--- src/rtl/l2_msg1_queue.sv ---
// ----------------------------------------------------------------------------
// l2_msg1_queue
//   Circular-buffer FIFO that holds msg1 requests from the L1.5 cluster
//   arbiter until the L2 accepts them. The input side has no back-pressure:
//   a message that arrives while the queue is full (and nothing pops in that
//   cycle) is dropped and recorded in sticky overflow/drop statistics.
//
// Ports
//   clk, rst           clock, asynchronous active-low reset
//   in_type/data/tag/source  incoming msg1; in_type == MSG_TYPE_EMPTY is "no message"
//   out_ready          L2 accepts the head entry this cycle
//   clr_stat           clears overflow and drop_cnt at the next edge
//   out_valid          head entry present
//   out_type/data/tag/source  head entry (EMPTY / zero when out_valid is low)
//   count, full, empty occupancy status, derived from the registered count
//   overflow           sticky "a message was dropped"
//   drop_cnt           number of dropped messages, saturating at 255
// ----------------------------------------------------------------------------
module l2_msg1_queue #(
    parameter int unsigned          DEPTH          = 4,  // power of two, 2..16
    parameter int unsigned          CNT_W          = $clog2(DEPTH) + 1,
    parameter int unsigned          MSG_WIDTH      = 8,
    parameter int unsigned          DATA_WIDTH     = 64,
    parameter int unsigned          TAG_WIDTH      = 8,
    parameter int unsigned          OWNER_BITS     = 6,
    parameter logic [MSG_WIDTH-1:0] MSG_TYPE_EMPTY = '0
) (
    input  logic                  clk,
    input  logic                  rst,
    input  logic [MSG_WIDTH-1:0]  in_type,
    input  logic [DATA_WIDTH-1:0] in_data,
    input  logic [TAG_WIDTH-1:0]  in_tag,
    input  logic [OWNER_BITS-1:0] in_source,
    input  logic                  out_ready,
    input  logic                  clr_stat,
    output logic                  out_valid,
    output logic [MSG_WIDTH-1:0]  out_type,
    output logic [DATA_WIDTH-1:0] out_data,
    output logic [TAG_WIDTH-1:0]  out_tag,
    output logic [OWNER_BITS-1:0] out_source,
    output logic [CNT_W-1:0]      count,
    output logic                  full,
    output logic                  empty,
    output logic                  overflow,
    output logic [7:0]            drop_cnt
);

    localparam int unsigned PTR_W   = $clog2(DEPTH);
    localparam int unsigned ENTRY_W = MSG_WIDTH + DATA_WIDTH + TAG_WIDTH + OWNER_BITS;

    // Storage is intentionally not reset; validity is tracked by count alone.
    logic [ENTRY_W-1:0] mem_q [DEPTH];

    logic [PTR_W-1:0] wr_ptr_q, wr_ptr_d;
    logic [PTR_W-1:0] rd_ptr_q, rd_ptr_d;
    logic [CNT_W-1:0] count_q, count_d;
    logic             overflow_q, overflow_d;
    logic [7:0]       drop_cnt_q, drop_cnt_d;

    logic               push;
    logic               pop;
    logic               wr_en;
    logic               drop;
    logic [ENTRY_W-1:0] entry_in;
    logic [ENTRY_W-1:0] head;

    // ------------------------------------------------------------------
    // Status and handshake decode
    // ------------------------------------------------------------------
    always_comb begin
        full      = (count_q == CNT_W'(DEPTH));
        empty     = (count_q == '0);
        count     = count_q;
        out_valid = !empty;

        push  = (in_type != MSG_TYPE_EMPTY);
        pop   = out_valid && out_ready;
        // A pop in the same cycle frees the slot the push lands in.
        wr_en = push && (!full || pop);
        drop  = push && full && !pop;
    end

    assign entry_in = {in_type, in_data, in_tag, in_source};
    assign head     = mem_q[rd_ptr_q];

    // Head fields are masked so an empty queue presents a clean EMPTY message.
    always_comb begin
        out_type   = MSG_TYPE_EMPTY;
        out_data   = '0;
        out_tag    = '0;
        out_source = '0;
        if (out_valid) begin
            {out_type, out_data, out_tag, out_source} = head;
        end
    end

    // ------------------------------------------------------------------
    // Next-state: pointers, occupancy, statistics
    // ------------------------------------------------------------------
    always_comb begin
        wr_ptr_d = wr_ptr_q;
        rd_ptr_d = rd_ptr_q;
        count_d  = count_q;

        // DEPTH is a power of two, so natural overflow gives the modulo wrap.
        if (wr_en) begin
            wr_ptr_d = wr_ptr_q + PTR_W'(1);
        end
        if (pop) begin
            rd_ptr_d = rd_ptr_q + PTR_W'(1);
        end

        unique case ({wr_en, pop})
            2'b10:   count_d = count_q + CNT_W'(1);
            2'b01:   count_d = count_q - CNT_W'(1);
            default: count_d = count_q;
        endcase
    end

    always_comb begin
        overflow_d = overflow_q;
        drop_cnt_d = drop_cnt_q;
        // A drop in the clearing cycle wins: the stats restart at one drop.
        if (drop) begin
            overflow_d = 1'b1;
            if (clr_stat) begin
                drop_cnt_d = 8'd1;
            end else if (drop_cnt_q != 8'hFF) begin
                drop_cnt_d = drop_cnt_q + 8'd1;
            end
        end else if (clr_stat) begin
            overflow_d = 1'b0;
            drop_cnt_d = 8'd0;
        end
    end

    assign overflow = overflow_q;
    assign drop_cnt = drop_cnt_q;

    // ------------------------------------------------------------------
    // State
    // ------------------------------------------------------------------
    always_ff @(posedge clk or negedge rst) begin
        if (!rst) begin
            wr_ptr_q   <= '0;
            rd_ptr_q   <= '0;
            count_q    <= '0;
            overflow_q <= 1'b0;
            drop_cnt_q <= 8'd0;
        end else begin
            wr_ptr_q   <= wr_ptr_d;
            rd_ptr_q   <= rd_ptr_d;
            count_q    <= count_d;
            overflow_q <= overflow_d;
            drop_cnt_q <= drop_cnt_d;
        end
    end

    always_ff @(posedge clk) begin
        if (wr_en) begin
            mem_q[wr_ptr_q] <= entry_in;
        end
    end

endmodule

--- config.mk ---
export PLATFORM = sky130hd
export DESIGN_NAME = l2_msg1_queue
export DESIGN_NICKNAME = d
export VERILOG_FILES = /design/src/rtl/l2_msg1_queue.sv
export SDC_FILE = /design/constraint.sdc
export NUM_CORES = 1
export LEC_CHECK = 0
export CORE_UTILIZATION = 55
export DETAILED_ROUTE_END_ITERATION = 16
export PLACE_DENSITY = 0.8
export SLEW_MARGIN = 15
export SYNTH_ARGS = -nofsm -noshare
export SYNTH_HDL_FRONTEND = slang
export SYNTH_SLANG_ARGS = --single-unit
--- constraint.sdc ---
create_clock -name clk -period 4.9 [get_ports clk]
set_input_delay 0.49 -clock clk [delete_from_list [all_inputs] [get_ports clk]]
set_output_delay 0.49 -clock clk [all_outputs]
set_load 0.02 [all_outputs]
### Word level (Yosys, flattened, before mapping)

Memories as Yosys holds them, arrays and structs flattened.
Cells that the tools add are included.

* register bits after elaboration: 16
* bits of input ports: 90
* output and inout bits: 101
* word-level logic and storage cells: 42
* memories: 1
* RAM bits: 344

Memory list
* mem_q: depth 4, bits a word 86, rd ports 1, clocked after memory_dff 0, write ports 1, RTL line 52 `logic [ENTRY_W-1:0] mem_q [DEPTH];`

* $add $sub $neg: 5
* eq/ne operators: 4
* mux-type cells: 13
* reduce and logical (&&, ||, !) cells: 14

Operator list (number)
* 64-bit 2-to-1 mux: 1
* 8-bit 2-to-1 mux: 6
* 8-bit by 1-bit adder with 8-bit output (second input constant): 1
* 8-bit != test (second input constant): 1
* 8-bit nonzero test: 1
* 6-bit 2-to-1 mux: 1
* 3-bit case mux with 2 select lines: 1
* 2-bit nonzero test: 3
* 2-bit by 1-bit adder with 2-bit output (second input constant): 2
* 1-bit logical AND: 4
* 1-bit 2-to-1 mux: 4
* 3-bit by 1-bit adder with 3-bit output (second input constant): 1
* 3-bit equality test (second input constant): 1
* 1-bit logical NOT: 3
* 3-bit logical NOT: 1
* 3-bit by 1-bit subtractor with 3-bit output (second input constant): 1
* 2-bit by 1-bit equality test with 1-bit output (second input constant): 1
* 2-bit equality test (second input constant): 1
* 2-bit AND reduction: 1
* 1-bit logical OR: 1

### Logic depth before layout (Yosys ltp)

* depth in word-level cells: 7
* depth in mapped cells: 9

### Least setup slack after synthesis

Ideal clock, no wire load.

* path kind: register to register
* start: register count_q[1] (netlist: count[1])
* end: memory mem_q[0][0] in the netlist's numbering (enable)
* arrival time: 3075 ps
* clock period less this slack: 3529 ps
* required time: 4446 ps
* path slack: 1371 ps
* buffers on the path: 0
* cell stages (with the launch flop): 4
* cell sequence: dfrtp_1 nor4b_4 a21oi_1 and2_1

* cells in the longest elaborated chain, start to end: 7
* elaborated cells between the ends (all ways): 9

Ends and longest elaborated chain
* start, declared: RTL line 56 `logic [CNT_W-1:0] count_q, count_d;`
* start signal, assigned: RTL line 153 `count_q <= count_d;`
* 3-bit logical NOT: RTL line 72 `empty = (count_q == '0);`
* 1-bit logical NOT: RTL line 74 `out_valid = !empty;`
* 1-bit logical AND: RTL line 77 `pop = out_valid && out_ready;`
* 1-bit logical OR (*): RTL line 79 `wr_en = push && (!full || pop);`
* 1-bit logical AND (*): RTL line 79
* 1-bit 2-to-1 mux (*): RTL line 160 `if (wr_en) begin`
* 1-bit 2-to-1 mux (not written as such) (*): RTL line 161 `mem_q[wr_ptr_q] <= entry_in;`
* end, declared: RTL line 52

Every way passes the cells marked *; elsewhere a longest branch is shown, timed or not.

### Worst setup path in the final report

* start: register rd_ptr_q[0]
* end: output port out_data[59]

* cells in the longest elaborated chain, start to end: 2

Ends and longest elaborated chain
* start, declared: RTL line 55 `logic [PTR_W-1:0] rd_ptr_q, rd_ptr_d;`
* start signal, assigned: RTL line 152 `rd_ptr_q <= rd_ptr_d;`
* memory 4 x 86 bit
* 64-bit 2-to-1 mux: RTL line 92 `if (out_valid) begin`
* end, declared: RTL line 38 `output logic [DATA_WIDTH-1:0] out_data,`

No other way between the ends.

==> qor.yml <==
synth:
  synth-seq-area-share_pct: 76.7
  synth_warnings: 0
  flip_flop_and_latch_count_after_synthesis: 360
  synth_edf_count: 344
  postSynthAreaPerCell_um2: 21.3
  synth.net_count: 754
  netlist_instances: 658
  postSynth.asyncResetShare_pct: 4.44
  synthTopCellsByArea: "sky130_fd_sc_hd__edfxtp_1 74%, sky130_fd_sc_hd__mux4_2 14%, sky130_fd_sc_hd__and2_1 4.0%, sky130_fd_sc_hd__dfrtp_1 2.9%, sky130_fd_sc_hd__clkbuf_1 0.46%"
  netlist_area_um2: 14000
  yosys_most_used_dff: "sky130_fd_sc_hd__edfxtp_1"
  synth.distinct_cells: 45
  synth_area_leader_cell: "sky130_fd_sc_hd__edfxtp_1"
  synthDominantCellAreaShare_pct: 73.8
timing:
  period_minus_slack_ps: 3740
  fin_max_slew_vios: 0
  highest_clock_frequency_the_design_can_meet_mhz: 268
  final-hold-violation-count: 0
  finalCritPeriodShare_pct: 76.3
  timing.slew.headroom_pct: 28.3
  setup_repair_after_global_routing_missed_its_margin: "false"
  tns_ps: 0
  worst-slew-pin-transition_ps: 1080
  final.setup_skew_ps: 22.5
  setup_violations: 0
drt:
  viasPerCell: 5.82
  route.vias.total: 7102
  avgRoutedWirePerCell_um: 22.6
  postRouteAntennaNets: 0
  detailedRoute.firstPassIterationCount: 5
  drt_iter0_drc: 454
  remaining_design_rule_violation_count: 0
  route.final.wire_length_um: 27600
critical_path:
  cp.arrival_ps: 3250
  crit_path_end_kind: "primary output"
  setup.worst_path.start_class: "register"
  r2r_setup_slack_ps: 2010
  critical_path_peak_fanout: 43
  cpPeakStageDelay_ps: 1010
  crit_family: "flip-flops"
  worstPathCellList: "buf_12, mux4_2, and2_1, clkdlybuf4s50_1"
  path_class: "register to primary output"
  critPathBufInv: 2
  crit_slowest_cell: "sky130_fd_sc_hd__dfrtp_4"
  critPathRequiredTime_ps: 4410
floorplanning:
  floorplan.die.width_um: 162
  placementRows: 58
  ios: 191
  placeableCoreArea_um2: 25000
  starting_density_of_the_core_pct: 55.9
  die_outline_area_um2: 26100
  fp.dieH_um: 162
cts:
  cts_max_level: 2
  tritoncts: "done"
  clk-insertion-delay-late_ps: 510
  cts_resized: 0
  post-cts-setup-buffer-count: 0
  clockBufferDepth: 3
  clock_tree.root_cell: "sky130_fd_sc_hd__clkbuf_16"
  clock_pin_transition_on_the_worst_setup_and_hold_timing_paths_ps: 60
  cts-buffers-inserted: 36
  clock-sinks: 360
  cts_hold_buf: 0
place:
  post-dp-hpwl_um: 16700
  port_buffers: 190
  dpl-instance-area_um2: 16300
  place.gp.congestion: 0.860
global_route:
  overflow: 0
  antenna_found_initial: 4
  first_global_vias: 7354
  grt_pass1_wl_um: 42200
  maximum_number_of_pins_on_one_net_before_global_route_repair: 73
  global_route.usage.total_pct: 21.6
power_and_ir_drop:
  vdd_drop_max_mv: 0.419
  power.density_nw_per_um2: 721
  total_leakage_power_uw: 0.00573
final_layout:
  postLayoutCellArea_um2: 17400
  finish.net_count: 959
  drive_gt1_share_pct: 18.2
  fillCellCount: 1517
  area_delta_synth_final_pct: 24.5
outcome:
  run_status: "completed"
min_path:
  holdCritPathClass: "primary input to asynchronous set/reset pin"
job:
  max-cap-violations: 0
==> path summary, 6_finish.rpt <==
check,depth (start not counted),endpoint,startpoint
max,4,out_data[59],rd_ptr_q[0]
min,1,drop_cnt[0],rst
max reg2reg,4,mem_q[3][15],count[0]
min reg2reg,2,overflow,overflow
max in group asynchronous,1,rd_ptr_q[0],rst
min in group clk,2,overflow,overflow
==> kinds of logic after synthesis <==
logic type      count (synthesis)  share of synthesized area, %
xor+xnor                        4                         0.250
simple gates                  133                          5.97
buf+inv                        41                          1.28
fa+ha+maj                       6                         0.590
flops                         360                          76.7
compound gates                 26                          1.25
mux                            88                          14.0
==> synthesized netlist by cell type, types with 4 or more instances <==
master                     number
sky130_fd_sc_hd__and2_1        90
sky130_fd_sc_hd__or4_1          5
sky130_fd_sc_hd__clkbuf_1      17
sky130_fd_sc_hd__a21oi_1        8
sky130_fd_sc_hd__xnor2_1        4
sky130_fd_sc_hd__edfxtp_1     344
sky130_fd_sc_hd__nand3_1        6
sky130_fd_sc_hd__ha_1           5
sky130_fd_sc_hd__o21ai_0        5
sky130_fd_sc_hd__inv_1          8
sky130_fd_sc_hd__mux4_2        86
sky130_fd_sc_hd__dfrtp_1       16
sky130_fd_sc_hd__nand2_1        5
sky130_fd_sc_hd__nor2_1         5
sky130_fd_sc_hd__buf_2         11
==> flip-flops by register name (all words and copies together), names as in the netlist <==
name      count
count         3
drop_cnt      8
mem_q       344
overflow      1
rd_ptr_q      2
wr_ptr_q      2
==> through the flow <==
stage               cells  hold WS [ps]  utilization (%)  worst slack (ps)  power [µW]
floorplan             658           194                -              1370        7960
global placement     1155           524             65.0              1410        9890
detailed placement   1155           542             65.0              1280       10000
CTS                  1220           433             69.6              1070       12700
global route         1221           482             69.6               951       13100
finish               1221           434             69.6              1160       12600
==> cell type report <==
type / instances / area (µm²) / share of cell area (%)
Clock buffer: 50 / 1020 / 5.83
Tap cell: 330 / 413 / 2.37
Clock inverter: 15 / 135 / 0.776
Antenna cell: 1 / 2.50 / 0.0144
Timing Repair Buffer: 200 / 1990 / 11.4
Inverter: 8 / 30.0 / 0.172
Multi-Input combinational cell: 257 / 3100 / 17.8
Sequential cell: 360 / 10700 / 61.6
==> metal layers <==
| metal | GRT usage [%] | vias up | routed length, µm |
|---|---|---|---|
| met5 | 0 | - | 44 |
| met4 | 5.75 | 6 | 474 |
| met3 | 4.55 | 43 | 2080 |
| met2 | 34.7 | 320 | 13600 |
| met1 | 30.6 | 3643 | 11400 |
| li1 | - | 3090 | - |
==> cell usage in the layout, fill, tap and decap left out, types with 2 or more instances in the layout <==
master                              n
sky130_fd_sc_hd__ha_1               5
sky130_fd_sc_hd__xnor2_1            4
sky130_fd_sc_hd__clkinv_2           5
sky130_fd_sc_hd__clkbuf_16         38
sky130_fd_sc_hd__and2_1            86
sky130_fd_sc_hd__mux4_2            86
sky130_fd_sc_hd__nor2_1             5
sky130_fd_sc_hd__nor2b_1            3
sky130_fd_sc_hd__clkbuf_1          10
sky130_fd_sc_hd__a21oi_1            8
sky130_fd_sc_hd__nor4_1             3
sky130_fd_sc_hd__clkinvlp_4         2
sky130_fd_sc_hd__nand2_1            5
sky130_fd_sc_hd__nand4_1            3
sky130_fd_sc_hd__buf_4              9
sky130_fd_sc_hd__bufinv_16          2
sky130_fd_sc_hd__edfxtp_1         344
sky130_fd_sc_hd__o21ai_0            5
sky130_fd_sc_hd__nand3_1            6
sky130_fd_sc_hd__or4_1              5
sky130_fd_sc_hd__dfrtp_1           14
sky130_fd_sc_hd__or3_2              2
sky130_fd_sc_hd__clkbuf_8           2
sky130_fd_sc_hd__clkdlybuf4s50_1  190
sky130_fd_sc_hd__inv_1              8
sky130_fd_sc_hd__or2_2              2
sky130_fd_sc_hd__dfrtp_4            2
sky130_fd_sc_hd__o31ai_1            3
sky130_fd_sc_hd__and2_4             4
sky130_fd_sc_hd__mux2i_1            2
sky130_fd_sc_hd__clkinv_1           5
==> power breakdown <==
group	switching [µW]	internal, µW	leakage (µW)
combinational	2480	2390	0.00176
sequential	457	4590	0.00342
clock	1090	1560	0.000557
total	4020	8540	0.00573
(Power assumes the default switching activity.)
